--- config.mk ---
export PLATFORM = sky130hd
export DESIGN_NAME = rggen_register_adapter
export DESIGN_NICKNAME = d
export VERILOG_FILES = /design/src/rtl/rggen_rtl_pkg.sv /design/src/rtl/rggen_mux.sv /design/src/rtl/rggen_register_adapter.sv
export SDC_FILE = /design/constraint.sdc
export NUM_CORES = 1
export LEC_CHECK = 0
export ABC_AREA = 1
export ABC_CLOCK_PERIOD_IN_PS = 2500
export CORE_ASPECT_RATIO = 0.9
export CORE_MARGIN = 2
export CORE_UTILIZATION = 50
export DETAILED_ROUTE_END_ITERATION = 8
export DONT_BUFFER_PORTS = 1
export PLACE_DENSITY = 0.75
export SYNTH_ARGS = -nofsm -noshare
export SYNTH_HDL_FRONTEND = slang
export SYNTH_SLANG_ARGS = --single-unit
--- constraint.sdc ---
create_clock -name i_clk -period 2.5 [get_ports i_clk]
set_input_delay 0.5 -clock i_clk [delete_from_list [all_inputs] [get_ports i_clk]]
set_output_delay 0.5 -clock i_clk [all_outputs]
set_load 0.005 [all_outputs]
--- src/rtl/rggen_rtl_pkg.sv ---
// Shared types for the register-block front end: bus access kinds, response
// status codes and the adapter's FSM state encoding.
package rggen_rtl_pkg;

  // Bit positions inside an access code.
  localparam int RGGEN_ACCESS_DATA_BIT       = 0;
  localparam int RGGEN_ACCESS_NON_POSTED_BIT = 1;

  typedef enum logic [1:0] {
    RGGEN_READ         = 2'b10,
    RGGEN_POSTED_WRITE = 2'b01,
    RGGEN_WRITE        = 2'b11
  } rggen_access;

  typedef enum logic [1:0] {
    RGGEN_OKAY         = 2'b00,
    RGGEN_EXOKAY       = 2'b01,
    RGGEN_SLAVE_ERROR  = 2'b10,
    RGGEN_DECODE_ERROR = 2'b11
  } rggen_status;

  typedef enum logic [1:0] {
    RGGEN_ADAPTER_IDLE     = 2'b00,
    RGGEN_ADAPTER_BUSY     = 2'b01,
    RGGEN_ADAPTER_RESPONSE = 2'b10
  } rggen_adapter_state;

  // True when the access code carries write data.
  function automatic logic rggen_is_write(input logic [1:0] access);
    return access[RGGEN_ACCESS_DATA_BIT];
  endfunction

endpackage

--- src/rtl/rggen_mux.sv ---
// AND-OR multiplexer: each entry is gated by its select bit and the results
// are ORed. With a one-hot (or zero) select it behaves as a plain mux; with
// no select bit set the output is zero.
module rggen_mux #(
  parameter int WIDTH   = 2,
  parameter int ENTRIES = 2
) (
  input  logic [ENTRIES-1:0]       i_select,
  input  logic [WIDTH*ENTRIES-1:0] i_data,
  output logic [WIDTH-1:0]         o_data
);

  // Gate every entry by its select bit and OR them together.
  always_comb begin
    o_data = '0;
    for (int i = 0; i < ENTRIES; i++) begin
      o_data = o_data | (i_data[i*WIDTH+:WIDTH] & {WIDTH{i_select[i]}});
    end
  end

endmodule

--- src/rtl/rggen_register_adapter.sv ---
// Shared request/response engine of a register block. One bus request at a
// time is decoded against the block window, broadcast to the registers, and
// answered once the selected register is ready.
//
// Handshakes: a transfer happens on a channel in every cycle where its valid
// and ready are both high at the rising clock edge. The request channel
// (i_bus_valid/o_bus_ready) only transfers in IDLE; the response channel
// (o_bus_response_valid/i_bus_response_ready) holds status and data stable
// until it transfers. The register side has no backpressure of its own:
// o_reg_valid stays high with stable fields until an active register is ready.
module rggen_register_adapter
  import rggen_rtl_pkg::*;
#(
  parameter int                       ADDRESS_WIDTH       = 8,
  parameter int                       LOCAL_ADDRESS_WIDTH = 8,
  parameter int                       BUS_WIDTH           = 32,
  parameter int                       REGISTERS           = 1,
  parameter logic [ADDRESS_WIDTH-1:0] BASE_ADDRESS        = '0,
  parameter bit                       ERROR_STATUS        = 1'b0,
  parameter logic [BUS_WIDTH-1:0]     DEFAULT_READ_DATA   = '0
) (
  input  logic                           i_clk,
  input  logic                           i_rst,
  input  logic                           i_bus_valid,
  output logic                           o_bus_ready,
  input  logic [1:0]                     i_bus_access,
  input  logic [ADDRESS_WIDTH-1:0]       i_bus_address,
  input  logic [BUS_WIDTH-1:0]           i_bus_write_data,
  input  logic [BUS_WIDTH-1:0]           i_bus_strobe,
  output logic                           o_bus_response_valid,
  input  logic                           i_bus_response_ready,
  output logic [1:0]                     o_bus_status,
  output logic [BUS_WIDTH-1:0]           o_bus_read_data,
  output logic                           o_reg_valid,
  output logic [1:0]                     o_reg_access,
  output logic [ADDRESS_WIDTH-1:0]       o_reg_address,
  output logic [BUS_WIDTH-1:0]           o_reg_write_data,
  output logic [BUS_WIDTH-1:0]           o_reg_strobe,
  input  logic [REGISTERS-1:0]           i_reg_active,
  input  logic [REGISTERS-1:0]           i_reg_ready,
  input  logic [2*REGISTERS-1:0]         i_reg_status,
  input  logic [BUS_WIDTH*REGISTERS-1:0] i_reg_read_data
);

  localparam int MUX_WIDTH = 2 + BUS_WIDTH;

  // Bits of the address that stay visible to the registers (window offset).
  localparam logic [ADDRESS_WIDTH-1:0] LOCAL_MASK =
    {ADDRESS_WIDTH{1'b1}} >> (ADDRESS_WIDTH - LOCAL_ADDRESS_WIDTH);

  localparam logic [1:0] ERROR_RESPONSE = ERROR_STATUS ? RGGEN_SLAVE_ERROR : RGGEN_OKAY;

  rggen_adapter_state state;

  logic                     in_window;
  logic                     any_active;
  logic                     any_ready;
  logic [MUX_WIDTH*REGISTERS-1:0] mux_in;
  logic [MUX_WIDTH-1:0]     mux_out;
  logic [1:0]               mux_status;
  logic [BUS_WIDTH-1:0]     mux_read_data;

  // Window decode: only the bits above the local offset are compared.
  generate
    if (LOCAL_ADDRESS_WIDTH < ADDRESS_WIDTH) begin : g_window
      assign in_window =
        i_bus_address[ADDRESS_WIDTH-1:LOCAL_ADDRESS_WIDTH] ==
        BASE_ADDRESS[ADDRESS_WIDTH-1:LOCAL_ADDRESS_WIDTH];
    end else begin : g_full_window
      assign in_window = 1'b1;
    end
  endgenerate

  assign any_active = |i_reg_active;
  assign any_ready  = |(i_reg_active & i_reg_ready);

  // Pack {status, read data} per register so one mux selects both.
  generate
    for (genvar g = 0; g < REGISTERS; g++) begin : g_mux_in
      assign mux_in[g*MUX_WIDTH+:MUX_WIDTH] =
        {i_reg_status[2*g+:2], i_reg_read_data[BUS_WIDTH*g+:BUS_WIDTH]};
    end
  endgenerate

  rggen_mux #(
    .WIDTH   (MUX_WIDTH),
    .ENTRIES (REGISTERS)
  ) u_response_mux (
    .i_select (i_reg_active),
    .i_data   (mux_in),
    .o_data   (mux_out)
  );

  assign mux_status    = mux_out[MUX_WIDTH-1:BUS_WIDTH];
  assign mux_read_data = mux_out[BUS_WIDTH-1:0];

  // Adapter FSM: all bus and register outputs are registered here.
  always_ff @(posedge i_clk) begin
    if (i_rst) begin
      state                <= RGGEN_ADAPTER_IDLE;
      o_bus_ready          <= 1'b1;
      o_reg_valid          <= 1'b0;
      o_bus_response_valid <= 1'b0;
      o_bus_status         <= RGGEN_OKAY;
      o_bus_read_data      <= '0;
      o_reg_access         <= '0;
      o_reg_address        <= '0;
      o_reg_write_data     <= '0;
      o_reg_strobe         <= '0;
    end else begin
      case (state)
        RGGEN_ADAPTER_IDLE: begin
          if (i_bus_valid) begin
            o_reg_access     <= i_bus_access;
            o_reg_address    <= i_bus_address & LOCAL_MASK;
            o_reg_write_data <= i_bus_write_data;
            o_reg_strobe     <= i_bus_strobe;
            o_bus_ready      <= 1'b0;
            if (in_window) begin
              state       <= RGGEN_ADAPTER_BUSY;
              o_reg_valid <= 1'b1;
            end else begin
              // Outside the window the registers are never bothered.
              state                <= RGGEN_ADAPTER_RESPONSE;
              o_bus_response_valid <= 1'b1;
              o_bus_status         <= ERROR_RESPONSE;
              o_bus_read_data      <= rggen_is_write(i_bus_access) ? '0 : DEFAULT_READ_DATA;
            end
          end
        end
        RGGEN_ADAPTER_BUSY: begin
          if (!any_active) begin
            // In-window hole: no register claimed the address.
            state                <= RGGEN_ADAPTER_RESPONSE;
            o_reg_valid          <= 1'b0;
            o_bus_response_valid <= 1'b1;
            o_bus_status         <= ERROR_RESPONSE;
            o_bus_read_data      <= rggen_is_write(o_reg_access) ? '0 : DEFAULT_READ_DATA;
          end else if (any_ready) begin
            state                <= RGGEN_ADAPTER_RESPONSE;
            o_reg_valid          <= 1'b0;
            o_bus_response_valid <= 1'b1;
            o_bus_status         <= mux_status;
            o_bus_read_data      <= rggen_is_write(o_reg_access) ? '0 : mux_read_data;
          end
        end
        RGGEN_ADAPTER_RESPONSE: begin
          if (i_bus_response_ready) begin
            state                <= RGGEN_ADAPTER_IDLE;
            o_bus_response_valid <= 1'b0;
            o_bus_ready          <= 1'b1;
          end
        end
        default: begin
          state                <= RGGEN_ADAPTER_IDLE;
          o_bus_ready          <= 1'b1;
          o_reg_valid          <= 1'b0;
          o_bus_response_valid <= 1'b0;
        end
      endcase
    end
  end

  // At most one register may claim an address while the request is live.
  assert property (@(posedge i_clk) disable iff (i_rst)
    o_reg_valid |-> $onehot0(i_reg_active));

endmodule
# Word-level counts from Yosys, hierarchy flattened
# Cells that the tools add are included.
[word_totals] reg_bits=113 output_inout_bits=111 word_cells=49 inputBits=114
[op_classes] n_bitwise=5 n_eq_ne=6 reduce_logical=7 n_mux=21
[op_table] cell="32-bit 2-to-1 mux" n=3
[op_table] cell="34-bit AND" n=1
[op_table] cell="2-bit 2-to-1 mux" n=6
[op_table] cell="3-bit AND reduction" n=4
[op_table] cell="1-bit one-hot mux with 3 select lines" n=3
[op_table] cell="1-bit 2-to-1 mux" n=8
[op_table] cell="2-bit one-hot mux with 3 select lines" n=1
[op_table] cell="2-bit != test, second input constant" n=2
[op_table] cell="2-bit AND reduction" n=2
[op_table] cell="3-bit != test, second input constant" n=1
[op_table] cell="1-bit inverter" n=3
[op_table] cell="2-bit by 1-bit equality test with 1-bit output, second input constant" n=1
[op_table] cell="2-bit equality test, second input constant" n=1
[op_table] cell="2-bit logical NOT" n=1
[op_table] cell="2-bit by 1-bit != test with 1-bit output, second input constant" n=1
[op_table] cell="1-bit AND" n=1

# Longest topological paths before layout
[logic_depth] depth_word=4 mapped_depth=8

# Modules after synthesis
# From an unflattened synthesis, not the netlist that was laid out.
[hier_totals] hier_cells=576 area_unflattened_um2=4383.0
[by_module_without_submodules] module="rggen_register_adapter" cells_each=504 area_each_um2=4086.4 instances=1 seq_area_each_um2=2262.2
[by_module_without_submodules] module="rggen_mux" cells_each=72 area_each_um2=296.5 instances=1 seq_area_each_um2=0.0

# Worst setup path before layout
# Ideal clock, no wire load.
[synth_path] path_kind="in2reg" startpoint="input i_rst" endpoint="register o_reg_strobe[22]" setup_ns=0.064 cell_stages=5 required_ns=2.436 arrival_ns=1.213 path_buffers=2 setup_slack_ns=1.223 path_cell_list="inv_1 > clkbuf_1 > clkbuf_1 > o21ai_1 > nor2_1"
[synth_rtl] item="start, declared" line="rggen_register_adapter.sv:23" source="input logic i_rst,"
[synth_rtl] item="end signal, assigned" line="rggen_register_adapter.sv:117" source="o_reg_strobe <= i_bus_strobe;"
[synth_rtl] item="end, declared" line="rggen_register_adapter.sv:38" source="output logic [BUS_WIDTH-1:0] o_reg_strobe,"

# Final worst setup path
[layout_path] startpoint="register state[1]" endpoint="register o_reg_strobe[16]"
[layout_via] elab_chain_cells=2
[layout_rtl] item="start, declared" line="rggen_register_adapter.sv:53" source="rggen_adapter_state state;"
[layout_rtl] item="start signal, assigned" line="rggen_register_adapter.sv:100" source="state <= RGGEN_ADAPTER_IDLE;"
[layout_rtl] item="start signal, assigned" line="rggen_register_adapter.sv:120" source="state <= RGGEN_ADAPTER_BUSY;"
[layout_rtl] item="start signal, assigned" line="rggen_register_adapter.sv:124" source="state <= RGGEN_ADAPTER_RESPONSE;"
[layout_rtl] item="2-bit logical NOT" line="rggen_register_adapter.sv:111" source="case (state)"
[layout_rtl] item="2-bit AND reduction (no source line)"
# Every way passes these cells.
# A chain may end at the register's enable or synchronous reset.

==> results.yml <==
outcome:
  run_status: "finished clean"
clocking:
  clock_sink_count: 113
  cts_buffers: 17
  post_cts_resized: 0
  htree_num_levels: 4
  clock-root-buffer: "clkbuf_8"
  clk_path_buf_depth: 2
  clock_tree_from_tritoncts: "done"
  post-cts-setup-buffer-count: 0
  hold_buf_cts: 0
  cts.reportedPaths.clkPinSlew_ns: 0.05
  clk_latency_ns: 0.49
drt:
  wirelength_microns: 9620
  drtAntennaViolNets: 0
  firstDrtPassIters: 6
  wl_per_cell_microns: 16.0
  detail_route.vias_per_cell: 5.53
  detail_route.drc_violations: 0
  dr.first_iter.drc_count: 117
  routed-via-count: 3337
sta:
  grt_setup_unrepaired: "no"
  timing_worst_slew_pin_value_ns: 0.701
  slew_viol_final: 0
  slew_headroom: 0.532
  finalSetupViolCount: 0
  finalHoldViolCount: 0
  achievable-frequency_ghz: 0.612
  layout_worst_path_cycle_share: 0.654
  final.min_clock_period_ns: 1.64
  totalNegativeSetupSlack_ns: 0
  skew_ns: 0.00592
floorplan:
  core_sq_mm: 0.00799
  die_w_microns: 99.2
  top_level_ports: 225
  floorplan.die_area_sq_mm: 0.00889
  floorplan.initialDensity: 0.510
  dieHeight_microns: 89.6
  total_number_of_placement_rows: 31
final_layout:
  flow.area_growth_from_synthesis_pct: 12.6
  area_of_the_multi_input_gates_sq_mm: 0.00153
  postLayoutCellArea_sq_mm: 0.00459
  antennaDiodeCount: 0
  nFillCells: 738
  finalNetCount: 605
  register_area_sq_mm: 0.00226
  share_of_post_route_cells_with_drive_strength_above_1: 0.0873
worst_setup_path:
  critical_path_class: "reg2reg"
  worst_reg2reg_path_length_in_cells: 7
  crit-reg2reg-launch: "state[1]$_SDFFE_PP0P_"
  critical_path.max_fanout: 70
  cp-end-kind: "register"
  rrSetupSlack_ns: 0.86
  rr_endpoint: "o_reg_strobe[16]$_SDFFE_PP0P_"
  timing.critical_path.required_ns: 2.92
  cp_data_arrival_time_ns: 2.06
  critical_path.startpoint_type: "register"
yosys:
  synthAdderAreaFrac: 0
  synthesis.instances: 504
  synthesized_area_fraction_occupied_by_xor_and_xnor_cells: 0
  post_synth_and_or_nand_nor_area_fraction: 0.233
  unique_cell_type_count_in_the_yosys_netlist: 18
  average_instance_area_after_synthesis_sq_um: 8.09
  synthMuxAreaShare: 0
  yosys_warnings: 0
  yosys_register_bits: 113
  synth_compound_area_frac: 0.142
  synth_top_family_by_area: "simple AND/OR/NAND/NOR gates"
  ys_seq_area_frac: 0.555
  synth.net_count: 618
  area_of_the_mapped_netlist_sq_mm: 0.00408
hold_path:
  hold_class: "in2reg"
  timing.hold.worst_endpoint: "o_bus_read_data[15]$_SDFFE_PP0P_"
  hold_depth: 1
  hold_path.startpoint: "i_rst"
placed_design:
  globalplace.congestion: 0.785
  port_buffers: 0
  postPlaceCellArea_sq_mm: 0.00399
  place_hpwl_microns: 6470
pwr:
  static-leakage-power_nw: 1.82
  powerDensity_mw_per_mm2: 1030
  vdd_ir_drop_max_v: 0.000640
grt:
  grt.total_usage: 0.206
  initial_antenna_violation_count: 0
  grt_first_pass_wirelength_microns: 14200
  first_global_vias: 3012
  grt_remaining_overflow: 0
  maximum_number_of_pins_on_one_net_before_global_route_repair: 75
job:
  maxCapViolations: 0
-- report_power, final --
part | total [mW] | internal (mW) | switching [mW]
logic | 0.297 | 0.0948 | 0.202
clock network | 2.37 | 1.59 | 0.778
registers | 2.04 | 1.94 | 0.107
-- per-layer routing --
metal	up-vias	track usage	wire length, microns
li1	1625	-	-
met1	1512	0.219	3640
met2	176	0.351	4780
met3	24	0.0813	969
met4	0	0.125	238
met5	-	0	0
-- synthesized netlist by cell type (all sizes together) --
cell type | count | area share
o21ai | 76 | 0.094
buf | 24 | 0.052
clkbuf | 13 | 0.012
nor2 | 155 | 0.15
dfxtp | 113 | 0.56
nand3 | 37 | 0.045
inv | 7 | 0.0064
nand3b | 1 | 0.0018
nand2 | 40 | 0.037
a21oi | 38 | 0.048
-- cell usage in the layout (no fill, tap or decap), drive strengths merged --
cell / count
nand2: 40
o21ai: 76
a21oi: 38
clkbuf: 22
dfxtp: 113
nand3b: 1
nor2: 155
nand3: 37
clkinvlp: 3
inv: 6
clkinv: 5
bufinv: 3
buf: 5
-- worst max-delay path, stage by stage (launching register included) --
cell	delay [ns]
dfxtp_1	0.44
nor2_2	0.08
inv_2	0.08
nor2_4	0.04
inv_2	0.10
buf_4	0.54
nor2_1	0.08
nor2_1	0.14
-- state kept, by name, indices dropped and copies added (netlist names) --
| register | flops |
|---|---|
| o_reg_strobe | 32 |
| o_bus_response_valid | 1 |
| o_bus_read_data | 32 |
| state | 2 |
| o_reg_access | 2 |
| o_reg_valid | 1 |
| o_reg_address | 8 |
| o_bus_status | 2 |
| o_bus_ready | 1 |
| o_reg_write_data | 32 |
-- stage by stage --
step / worst slack [ns] / power, mW / utilization / hold slack [ns] / instances
after floorplan: 1.22 / 2.34 / - / 0.452 / 504
after global placement: 0.884 / 2.36 / 0.500 / 0.465 / 571
after detailed placement: 0.793 / 2.38 / 0.500 / 0.470 / 571
after CTS: 0.861 / 4.76 / 0.574 / 0.0354 / 603
after global routing: 0.674 / 4.89 / 0.574 / 0.0378 / 603
final: 0.865 / 4.71 / 0.574 / 0.0681 / 603
-- area by class of cell --
class,count,area share
Timing Repair Buffer,5,0.0109
Clock buffer,22,0.101
Multi-Input combinational cell,347,0.334
Inverter,7,0.00573
Sequential cell,113,0.493
Clock inverter,10,0.0289
Tap cell,99,0.0270
-- worst max-delay path by stage --
stage / startpoint / to / slack (ns) / depth (start not counted)
5_1_grt: state[1]$_SDFFE_PP0P_ / o_reg_write_data[1]$_SDFFE_PP0P_ / 0.67 / 7
6_report: state[1]$_SDFFE_PP0P_ / o_reg_strobe[16]$_SDFFE_PP0P_ / 0.86 / 7
3_5_place_dp: i_reg_active / o_bus_read_data[8]$_SDFFE_PP0P_ / 0.79 / 5
4_1_cts: state[1]$_SDFFE_PP0P_ / o_reg_strobe[16]$_SDFFE_PP0P_ / 0.86 / 7
2_1_floorplan: i_rst / o_reg_strobe[22]$_SDFFE_PP0P_ / 1.22 / 5
3_3_place_gp: i_reg_active / o_bus_read_data[1]$_SDFFE_PP0P_ / 0.88 / 5
-- cell families (layout without fill, tap and decap cells) --
| family | after synthesis | after routing |
|---|---|---|
| simple gates | 233 | 233 |
| compound gates | 114 | 114 |
| flops | 113 | 113 |
| buf+inv | 44 | 44 |
Note: power is estimated with default switching activity, not from simulation.
